File: config.mk
export PLATFORM = sky130hd
export DESIGN_NAME = seq_divider40_7_flat
export DESIGN_NICKNAME = d
export VERILOG_FILES = /design/src/rtl/seq_divider40_7_pkg.sv /design/src/rtl/seq_divider40_7_if.sv /design/src/rtl/seq_divider40_7_trial_subtractor8.sv /design/src/rtl/seq_divider40_7.sv /design/src/flat_wrapper.sv
export SDC_FILE = /design/constraint.sdc
export NUM_CORES = 1
export LEC_CHECK = 0
export ABC_AREA = 0
export CAP_MARGIN = 25
export CELL_PAD_IN_SITES_DETAIL_PLACEMENT = 0
export CELL_PAD_IN_SITES_GLOBAL_PLACEMENT = 2
export CORE_UTILIZATION = 29
export DETAILED_ROUTE_END_ITERATION = 7
export PLACE_DENSITY = 0.85
export SYNTH_ARGS = -nofsm -noshare
export SYNTH_HDL_FRONTEND = slang
export SYNTH_HIERARCHICAL = 1
export SYNTH_SLANG_ARGS = --single-unit
File: constraint.sdc
create_clock -name clk -period 2.24 [get_ports clk]
set_input_delay 0.448 -clock clk [delete_from_list [all_inputs] [get_ports clk]]
set_output_delay 0.448 -clock clk [all_outputs]
set_load 0.05 [all_outputs]
File: src/rtl/seq_divider40_7_pkg.sv
// Shared arithmetic-divider definitions: default widths, FSM encoding and
// the divide-by-zero quotient pattern.
package arith_div_pkg;

  localparam int DEF_DIVIDEND_W = 40;
  localparam int DEF_DIVISOR_W  = 7;

  typedef enum logic [1:0] {
    ST_IDLE = 2'd0,
    ST_RUN  = 2'd1,
    ST_DONE = 2'd2
  } div_state_e;

  localparam logic [DEF_DIVIDEND_W-1:0] DIV0_QUOTIENT = '1;

endpackage

File: src/rtl/seq_divider40_7_if.sv
// Start/done handshake and operand/result bus between the issuing control
// FSM (master) and the sequential divider (slave).
interface seq_divider40_7_if
  import arith_div_pkg::*;
#(
  parameter int DIVIDEND_W = DEF_DIVIDEND_W,
  parameter int DIVISOR_W  = DEF_DIVISOR_W
);
  logic                  start;
  logic [DIVIDEND_W-1:0] dividend;
  logic [DIVISOR_W-1:0]  divisor;
  logic                  busy;
  logic                  done;
  logic [DIVIDEND_W-1:0] quotient;
  logic [DIVISOR_W-1:0]  remainder;
  logic                  div_by_zero;

  modport master (
    output start, dividend, divisor,
    input  busy, done, quotient, remainder, div_by_zero
  );

  modport slave (
    input  start, dividend, divisor,
    output busy, done, quotient, remainder, div_by_zero
  );
endinterface

File: src/rtl/seq_divider40_7_trial_subtractor8.sv
// Combinational unsigned trial subtract for one restoring-division step;
// borrow=1 means the minuend was smaller than the subtrahend.
module trial_subtractor8 #(
  parameter int W = 8
) (
  input  logic [W-1:0] minuend,
  input  logic [W-1:0] subtrahend,
  output logic [W-1:0] difference,
  output logic         borrow
);
  assign {borrow, difference} = {1'b0, minuend} - {1'b0, subtrahend};
endmodule

File: src/rtl/seq_divider40_7.sv
// Multi-cycle unsigned restoring divider, one quotient bit per cycle,
// with a start/done handshake toward the issuing control FSM.
module seq_divider40_7
  import arith_div_pkg::*;
#(
  parameter int DIVIDEND_W = DEF_DIVIDEND_W,
  parameter int DIVISOR_W  = DEF_DIVISOR_W
) (
  input logic               clk,
  input logic               rst_n,
  seq_divider40_7_if.slave  bus
);
  localparam int CNT_W = $clog2(DIVIDEND_W);
  localparam int TW    = DIVISOR_W + 1;

  div_state_e            state_q, state_d;
  logic [CNT_W-1:0]      cnt_q, cnt_d;
  logic [DIVIDEND_W-1:0] q_reg_q, q_reg_d;
  logic [DIVISOR_W-1:0]  prem_q, prem_d;
  logic [DIVISOR_W-1:0]  dvs_q, dvs_d;
  logic [DIVIDEND_W-1:0] quot_q, quot_d;
  logic [DIVISOR_W-1:0]  rem_q, rem_d;
  logic                  dbz_q, dbz_d;

  logic [TW-1:0] trial_a, trial_b, trial_diff;
  logic          trial_borrow;
  logic          unused_diff_msb;

  // Partial remainder shifted left with the next dividend bit; one bit wider
  // than the divisor so the subtract cannot overflow.
  assign trial_a = {prem_q, q_reg_q[DIVIDEND_W-1]};
  assign trial_b = {1'b0, dvs_q};

  trial_subtractor8 #(.W(TW)) u_trial (
    .minuend    (trial_a),
    .subtrahend (trial_b),
    .difference (trial_diff),
    .borrow     (trial_borrow)
  );

  // On no-borrow the difference is below the divisor, so its MSB is always 0.
  assign unused_diff_msb = trial_diff[TW-1];

  always_comb begin
    state_d = state_q;
    cnt_d   = cnt_q;
    q_reg_d = q_reg_q;
    prem_d  = prem_q;
    dvs_d   = dvs_q;
    quot_d  = quot_q;
    rem_d   = rem_q;
    dbz_d   = dbz_q;
    case (state_q)
      ST_IDLE: begin
        if (bus.start) begin
          if (bus.divisor != '0) begin
            dvs_d   = bus.divisor;
            prem_d  = '0;
            q_reg_d = bus.dividend;
            cnt_d   = CNT_W'(DIVIDEND_W - 1);
            dbz_d   = 1'b0;
            state_d = ST_RUN;
          end else begin
            quot_d  = DIV0_QUOTIENT[DIVIDEND_W-1:0];
            rem_d   = bus.dividend[DIVISOR_W-1:0];
            dbz_d   = 1'b1;
            state_d = ST_DONE;
          end
        end
      end
      ST_RUN: begin
        q_reg_d = {q_reg_q[DIVIDEND_W-2:0], ~trial_borrow};
        prem_d  = trial_borrow ? trial_a[DIVISOR_W-1:0] : trial_diff[DIVISOR_W-1:0];
        cnt_d   = cnt_q - 1'b1;
        if (cnt_q == '0) begin
          quot_d  = q_reg_d;
          rem_d   = prem_d;
          state_d = ST_DONE;
        end
      end
      ST_DONE: state_d = ST_IDLE;
      default: state_d = ST_IDLE;
    endcase
  end

  always_ff @(posedge clk or negedge rst_n) begin
    if (!rst_n) begin
      state_q <= ST_IDLE;
      cnt_q   <= '0;
      q_reg_q <= '0;
      prem_q  <= '0;
      dvs_q   <= '0;
      quot_q  <= '0;
      rem_q   <= '0;
      dbz_q   <= 1'b0;
    end else begin
      state_q <= state_d;
      cnt_q   <= cnt_d;
      q_reg_q <= q_reg_d;
      prem_q  <= prem_d;
      dvs_q   <= dvs_d;
      quot_q  <= quot_d;
      rem_q   <= rem_d;
      dbz_q   <= dbz_d;
    end
  end

  assign bus.busy        = (state_q == ST_RUN);
  assign bus.done        = (state_q == ST_DONE);
  assign bus.quotient    = quot_q;
  assign bus.remainder   = rem_q;
  assign bus.div_by_zero = dbz_q;

endmodule

File: src/flat_wrapper.sv
// flat-port wrapper written by rule: the top's interface ports become plain ports
module seq_divider40_7_flat import arith_div_pkg::*;
#(
  parameter int DIVIDEND_W = DEF_DIVIDEND_W,
  parameter int DIVISOR_W  = DEF_DIVISOR_W
)
  (clk, rst_n, bus_start, bus_dividend, bus_divisor, bus_busy, bus_done, bus_quotient, bus_remainder, bus_div_by_zero);
  seq_divider40_7_if #(.DIVIDEND_W(DIVIDEND_W), .DIVISOR_W(DIVISOR_W)) bus_i ();
  input logic clk;
  input logic rst_n;
  input wire logic [$bits(bus_i.start)-1:0] bus_start;
  input wire logic [$bits(bus_i.dividend)-1:0] bus_dividend;
  input wire logic [$bits(bus_i.divisor)-1:0] bus_divisor;
  output wire logic [$bits(bus_i.busy)-1:0] bus_busy;
  output wire logic [$bits(bus_i.done)-1:0] bus_done;
  output wire logic [$bits(bus_i.quotient)-1:0] bus_quotient;
  output wire logic [$bits(bus_i.remainder)-1:0] bus_remainder;
  output wire logic [$bits(bus_i.div_by_zero)-1:0] bus_div_by_zero;
  assign bus_i.start = bus_start;
  assign bus_i.dividend = bus_dividend;
  assign bus_i.divisor = bus_divisor;
  assign bus_busy = bus_i.busy;
  assign bus_done = bus_i.done;
  assign bus_quotient = bus_i.quotient;
  assign bus_remainder = bus_i.remainder;
  assign bus_div_by_zero = bus_i.div_by_zero;
  seq_divider40_7 #(.DIVIDEND_W(DIVIDEND_W), .DIVISOR_W(DIVISOR_W)) u_core (.clk(clk), .rst_n(rst_n), .bus(bus_i));
endmodule
==> Word-level counts from Yosys, hierarchy flattened <==
Index checks and enable logic that the tools add are counted.
{ "op_classes": {"n_addsub": 2, "eq_ne": 6, "muxes": 23, "n_bitwise": 1, "reduce_logical": 9} }
{ "op_table": {"columns": ["operator", "count"], "rows": [
  ["2-to-1 mux 40 bit", 5],
  ["case mux 40 bit (2 select lines)", 2],
  ["2-to-1 mux 7 bit", 6],
  ["case mux 7 bit (2 select lines)", 2],
  ["2-to-1 mux 6 bit", 2],
  ["case mux 6 bit (2 select lines)", 1],
  ["subtractor 8 x 7 -> 9 bit", 1],
  ["nonzero test 7 bit", 1],
  ["zero test 6 bit", 1],
  ["2-to-1 mux 2 bit", 3],
  ["AND reduction 3 bit", 2],
  ["subtractor 6 x 1 -> 6 bit, second input constant", 1],
  ["!= test 2 x 1 -> 1 bit, second input constant", 2],
  ["!= test 2 bit, second input constant", 2],
  ["case mux 2 bit (2 select lines)", 1],
  ["AND reduction 2 bit", 2],
  ["AND reduction 4 bit", 1],
  ["equality test 2 x 1 -> 1 bit, second input constant", 1],
  ["equality test 2 bit, second input constant", 1],
  ["zero test 2 bit", 1],
  ["nonzero test 2 bit", 1],
  ["2-to-1 mux 1 bit", 1],
  ["NOT 1 bit", 1]
]} }
{ "word_totals": {"regBits": 110, "inputBits": 50, "output_inout_bits": 50, "wordCells": 49} }

==> Longest topological paths before layout <==
{ "depth": {"depth_word": 4, "ltp_mapped": 12, "mapped_depth_nobuf": 11} }

==> Hierarchy <==
The synthesis kept the hierarchy.
{ "modules_own_cells": {"columns": ["module", "instances", "cells_per_inst", "area_per_inst_um2", "seq_area_each_um2"], "rows": [
  ["seq_divider40_7", 1, 431, 4611.9, 2752.6],
  ["trial_subtractor8", 1, 48, 342.8, 0.0]
]} }

==> Worst setup path after synthesis <==
No wires, ideal clock.
{ "synth_path": {"kind": "reg-to-reg", "start": "register u_core.q_reg_q[39]", "end": "register u_core.rem_q[6] (netlist: u_core/bus.remainder[6])", "setup_ns": 0.123, "arrival_time_ns": 2.257, "required_ns": 2.117, "setup_slack_ns": -0.140, "path_stages_with_launch": 13, "path_buffers": 1, "period_less_slack_ns": 2.380, "path_cell_list": "dfrtp_1 inv_1 ha_1 fa_1 nor2b_4 o21ai_2 a21oi_1 o21ai_0 o2bb2ai_1 clkbuf_1 mux2i_1 nand2_1 o221a_2"} }
{ "synth_via": {"elab_chain_cells": 4} }
{ "synth_lines": {"columns": ["item", "line_no", "text"], "rows": [
  ["start: declaration", "seq_divider40_7.sv:18", "logic [DIVIDEND_W-1:0] q_reg_q, q_reg_d;"],
  ["start signal: assignment", "seq_divider40_7.sv:99", "q_reg_q <= q_reg_d;"],
  ["subtractor 8 x 7 -> 9 bit", "seq_divider40_7_trial_subtractor8.sv:11", "assign {borrow, difference} = {1'b0, minuend} - {1'b0, subtrahend};"],
  ["named net u_core.trial_borrow", "seq_divider40_7.sv:26", "logic trial_borrow;"],
  ["2-to-1 mux 7 bit", "seq_divider40_7.sv:73", "prem_d = trial_borrow ? trial_a[DIVISOR_W-1:0] : trial_diff[DIVISOR_W-1:0];"],
  ["2-to-1 mux 7 bit", "seq_divider40_7.sv:75", "if (cnt_q == '0) begin"],
  ["case mux 7 bit (2 select lines)", "seq_divider40_7.sv:53", "case (state_q)"],
  ["end signal: assignment", "seq_divider40_7.sv:103", "rem_q <= rem_d;"],
  ["end: declaration", "seq_divider40_7.sv:22", "logic [DIVISOR_W-1:0] rem_q, rem_d;"]
]} }
The timed path passes the listed nets, and every way through them passes these cells. The select of a mux whose other input is x is not followed.
A chain may end at the register's enable or synchronous reset.

==> Worst setup path in the final report <==
{ "layout_path": {"start": "register u_core.prem_q[1]", "end": "register u_core.rem_q[6] (netlist: u_core/bus.remainder[6])"} }
{ "layout_via": {"elab_chain_cells": 4} }
{ "layout_lines": {"columns": ["item", "line_no", "text"], "rows": [
  ["start: declaration", "seq_divider40_7.sv:19", "logic [DIVISOR_W-1:0] prem_q, prem_d;"],
  ["start signal: assignment", "seq_divider40_7.sv:100", "prem_q <= prem_d;"],
  ["subtractor 8 x 7 -> 9 bit", "seq_divider40_7_trial_subtractor8.sv:11", null],
  ["named net u_core.trial_diff[6]", "seq_divider40_7.sv:25", "logic [TW-1:0] trial_a, trial_b, trial_diff;"],
  ["2-to-1 mux 7 bit", "seq_divider40_7.sv:73", null],
  ["2-to-1 mux 7 bit", "seq_divider40_7.sv:75", null],
  ["case mux 7 bit (2 select lines)", "seq_divider40_7.sv:53", null]
]} }
The timed path passes the listed nets, and every way through them passes these cells. The select of a mux whose other input is x is not followed.

==> key figures <==
Outcome
  – Result of the run: finished, final reports clean

Worst setup path
  – Number of buffer and inverter stages on the critical path: 1
  – Beginning of the worst register-to-register path: u_core/prem_q[1]
  – Max Fanout on Critical Path: 3
  – Maximum single-stage delay on the critical path: approximately 430 ps
  – Count of cells along the worst register-to-register path: 10
  – Setup slack, reg-to-reg: approximately 23 ps
  – Arrival time at the worst endpoint: about 2500 ps
  – Crit-path cells: ha_1, nor2b_4, o21ai_2, a21oi_2, buf_4, or3_1, a22oi_2, mux2i_2, nand2_1, o221a_2
  – Crit path max-delay family: compound AO/OA/AOI/OAI gates
  – Sort of element at the end of the critical path: flop
  – Required time worst endpoint: around 2500 ps
  – Slowest library cell on the worst path: dfrtp_1
  – RR Endpoint: u_core/bus.remainder[6]
  – CP startpoint kind: flop
  – Critical path class: flop to flop

Power and ir drop
  – Part of the total power dissipated in sequential elements: 0.335
  – Clock share of power: 0.143
  – Power Dens Cells: 1590 mW/mm^2
  – Leak Pwr: about 2.9 nW
  – Switching power: around 4.6 mW
  – Switching share of power: 0.434
  – Cell internal power dissipation: between 6 and 7 mW
  – Max rail drop VDD: approximately 0.60 mV
  – Combinational group share of total power: 0.522

GRT
  – GRT Total Usage: 0.152
  – Total gr overflow: 0
  – Maximum number of pins on one net before global-route repair: 50
  – Antenna violations before repair: 0
  – First-pass GRT wire length: ~21 mm
  – Via count of the first global-routing pass: ~4100

STA
  – Max Transition Viols Final: 0
  – Final setup violating endpoints: 0
  – Clk_skew: approximately 6.3 ps
  – Time the worst path needs with I/O delays and setup: roughly 2200 ps
  – Final count of hold timing violations: 0
  – Post-route fraction of the period consumed by the critical path: 0.990
  – Worst slew slack as a fraction of its limit: 0.556
  – Setup repair after global routing missed its margin: true
  – Measured slew at the worst slew-check pin: ~670 ps
  – Highest achievable clock rate: around 450 MHz

Cells and area
  – Share of layout cells above drive strength 1: 0.143
  – Non-filler instance count after layout: 809
  – Area added between synthesis and finish: 36.5%
  – Total Nets Final: 645
  – Share of the core filled with cells in the final layout: 0.406
  – Diode insertion count for antenna repair: 0

Routing
  – Count of unresolved DRC violations after routing: 0
  – Sum of routed wire length over all layers: 12.8 mm
  – Routed via count divided by cell count: between 4 and 5
  – TritonRoute pass-1 iters: 5
  – Routed wirelength normalized by instance count: 15.8 um
  – Via count: ~3900
  – Antenna Nets Post-Route: 0
  – Initial DRC Count: between 200 and 250

Clock network
  – TritonCTS clock tree: done
  – Clock buffer count from CTS: 9
  – Clock H-tree levels: 3
  – Cell chosen for the clock root: clkbuf_16
  – Latest clock arrival within the worst-skew pair: 350 ps
  – Number of sinks driven by the clock tree: between 100 and 150
  – Clock Pin Slew Worst Setup and Hold Paths: roughly 70 ps
  – Count of hold-fix buffers inserted at cts: 0
  – Maximum buffer depth of the clock tree: 2

Logic synthesis
  – Post-Synthesis Net Count: 537
  – Synthesized area per cell: just over 10 um^2
  – Number of standard cells after synthesis: between 400 and 500
  – Post-synthesis cell area: a little under 0.005 mm^2
  – Synth warn: 6

Floorplanning
  – Effective utilization at floorplan: 0.297
  – Row count: between 40 and 50
  – Die span in x: about 130 um
  – Number of I/O pins: 100
  – Placeable Area: 0.0166 mm^2
  – Die ar.: 0.0175 mm^2
  – Chip Height: about 130 um

Place
  – Global placement routability congestion: slightly below 0.8
  – Input/output buffers: 99
  – Total half-perimeter wirelength after legalization and detailed placement: 8.71 mm
  – Placed cells: 792

Hold path
  – Worst hold-check path type: input port to asynchronous set/reset pin

Flow run
  – Max-cap violation count: 0
==> power by group through the flow <==
stage	Clock (mW)	Sequential (mW)	Combinational (mW)
after global placement	0	3.57	5.19
after floorplan	0	4.57	2.48
after global routing	1.65	3.71	6.06
after CTS	1.58	3.58	5.46
final	1.53	3.58	5.59
after detailed placement	0	3.60	5.28
==> cell type report <==
cell class	count	area (um^2)
Sequential cell	110	2750
Multi-Input combinational cell	319	2050
Timing Repair Buffer	128	1310
Clock buffer	9	225
Clock inverter	7	57.6
Tap cell	220	275
Inverter	16	60.1
Fill cell	1619	9850
==> what timing repair did <==
action	CTS	global route
pin swaps	5	4
gates resized for setup	11	5
setup buffers	0	1
setup endpoints to repair	14	14
==> state kept, by name, indices dropped and copies added (netlist names) <==
signal / count
u_core/bus.div_by_zero: 1
u_core/q_reg_q: 40
u_core/dvs_q: 7
u_core/prem_q: 7
u_core/bus.quotient: 40
u_core/cnt_q: 6
u_core/bus.remainder: 7
u_core/state_q: 2
==> worst max-delay path by stage <==
stage | slack, ps | from | endpoint | depth (start not counted)
2_1_floorplan | 20 | u_core/q_reg_q[39] | u_core/bus.remainder[6] | 12
3_3_place_gp | -60 | u_core/dvs_q[0] | u_core/bus.remainder[2] | 11
3_5_place_dp | -120 | u_core/q_reg_q[39] | u_core/bus.remainder[2] | 12
4_1_cts | -10 | u_core/q_reg_q[39] | u_core/bus.remainder[0] | 12
5_1_grt | -110 | u_core/prem_q[1] | u_core/bus.remainder[6] | 10
6_report | 20 | u_core/prem_q[1] | u_core/bus.remainder[6] | 10
==> layout by cell type, fill, tap and decap left out, types with 7 or more instances in the layout <==
master / count
buf_12: 8
nor2_1: 49
inv_1: 15
buf_4: 22
nand2_1: 100
o221a_2: 7
mux2_2: 7
o22a_1: 39
clkbuf_16: 9
ha_1: 9
clkdlybuf4s50_1: 96
o21ai_0: 12
dfrtp_1: 110
a31oi_1: 41
==> worst register-to-register path, delay by kind of cell, from the launching register on <==
family                     cells  cell delay [ps]
AOI/OAI and AO/OA              4              590
and+or+nand+nor                3              540
DFF                            1              430
muxes                          1              100
buffers and inverters          1              130
adders and majority gates      1              360
==> metal layers <==
layer | global-route usage | up-vias | routed length, um
li1 | - | 1884 | -
met1 | 0.192 | 1952 | 5620
met2 | 0.261 | 89 | 6420
met3 | 0.0218 | 17 | 460
met4 | 0.0639 | 0 | 254
met5 | 0 | - | 0
==> through the flow <==
| step | total power [mW] | setup WS, ps | TNS (ps) | cell area (um^2) | hold slack, ps |
|---|---|---|---|---|---|
| floorplan | 7.05 | 15.1 | 0 | 4940 | 152 |
| global placement | 8.76 | -56.8 | -516 | 6370 | 469 |
| detailed placement | 8.88 | -120 | -2480 | 6370 | 476 |
| CTS | 10.6 | -13.4 | -28.4 | 6700 | 141 |
| global route | 11.4 | -113 | -444 | 6730 | 167 |
| finish | 10.7 | 22.5 | 0 | 6730 | 127 |
(Power assumes the default switching activity.)
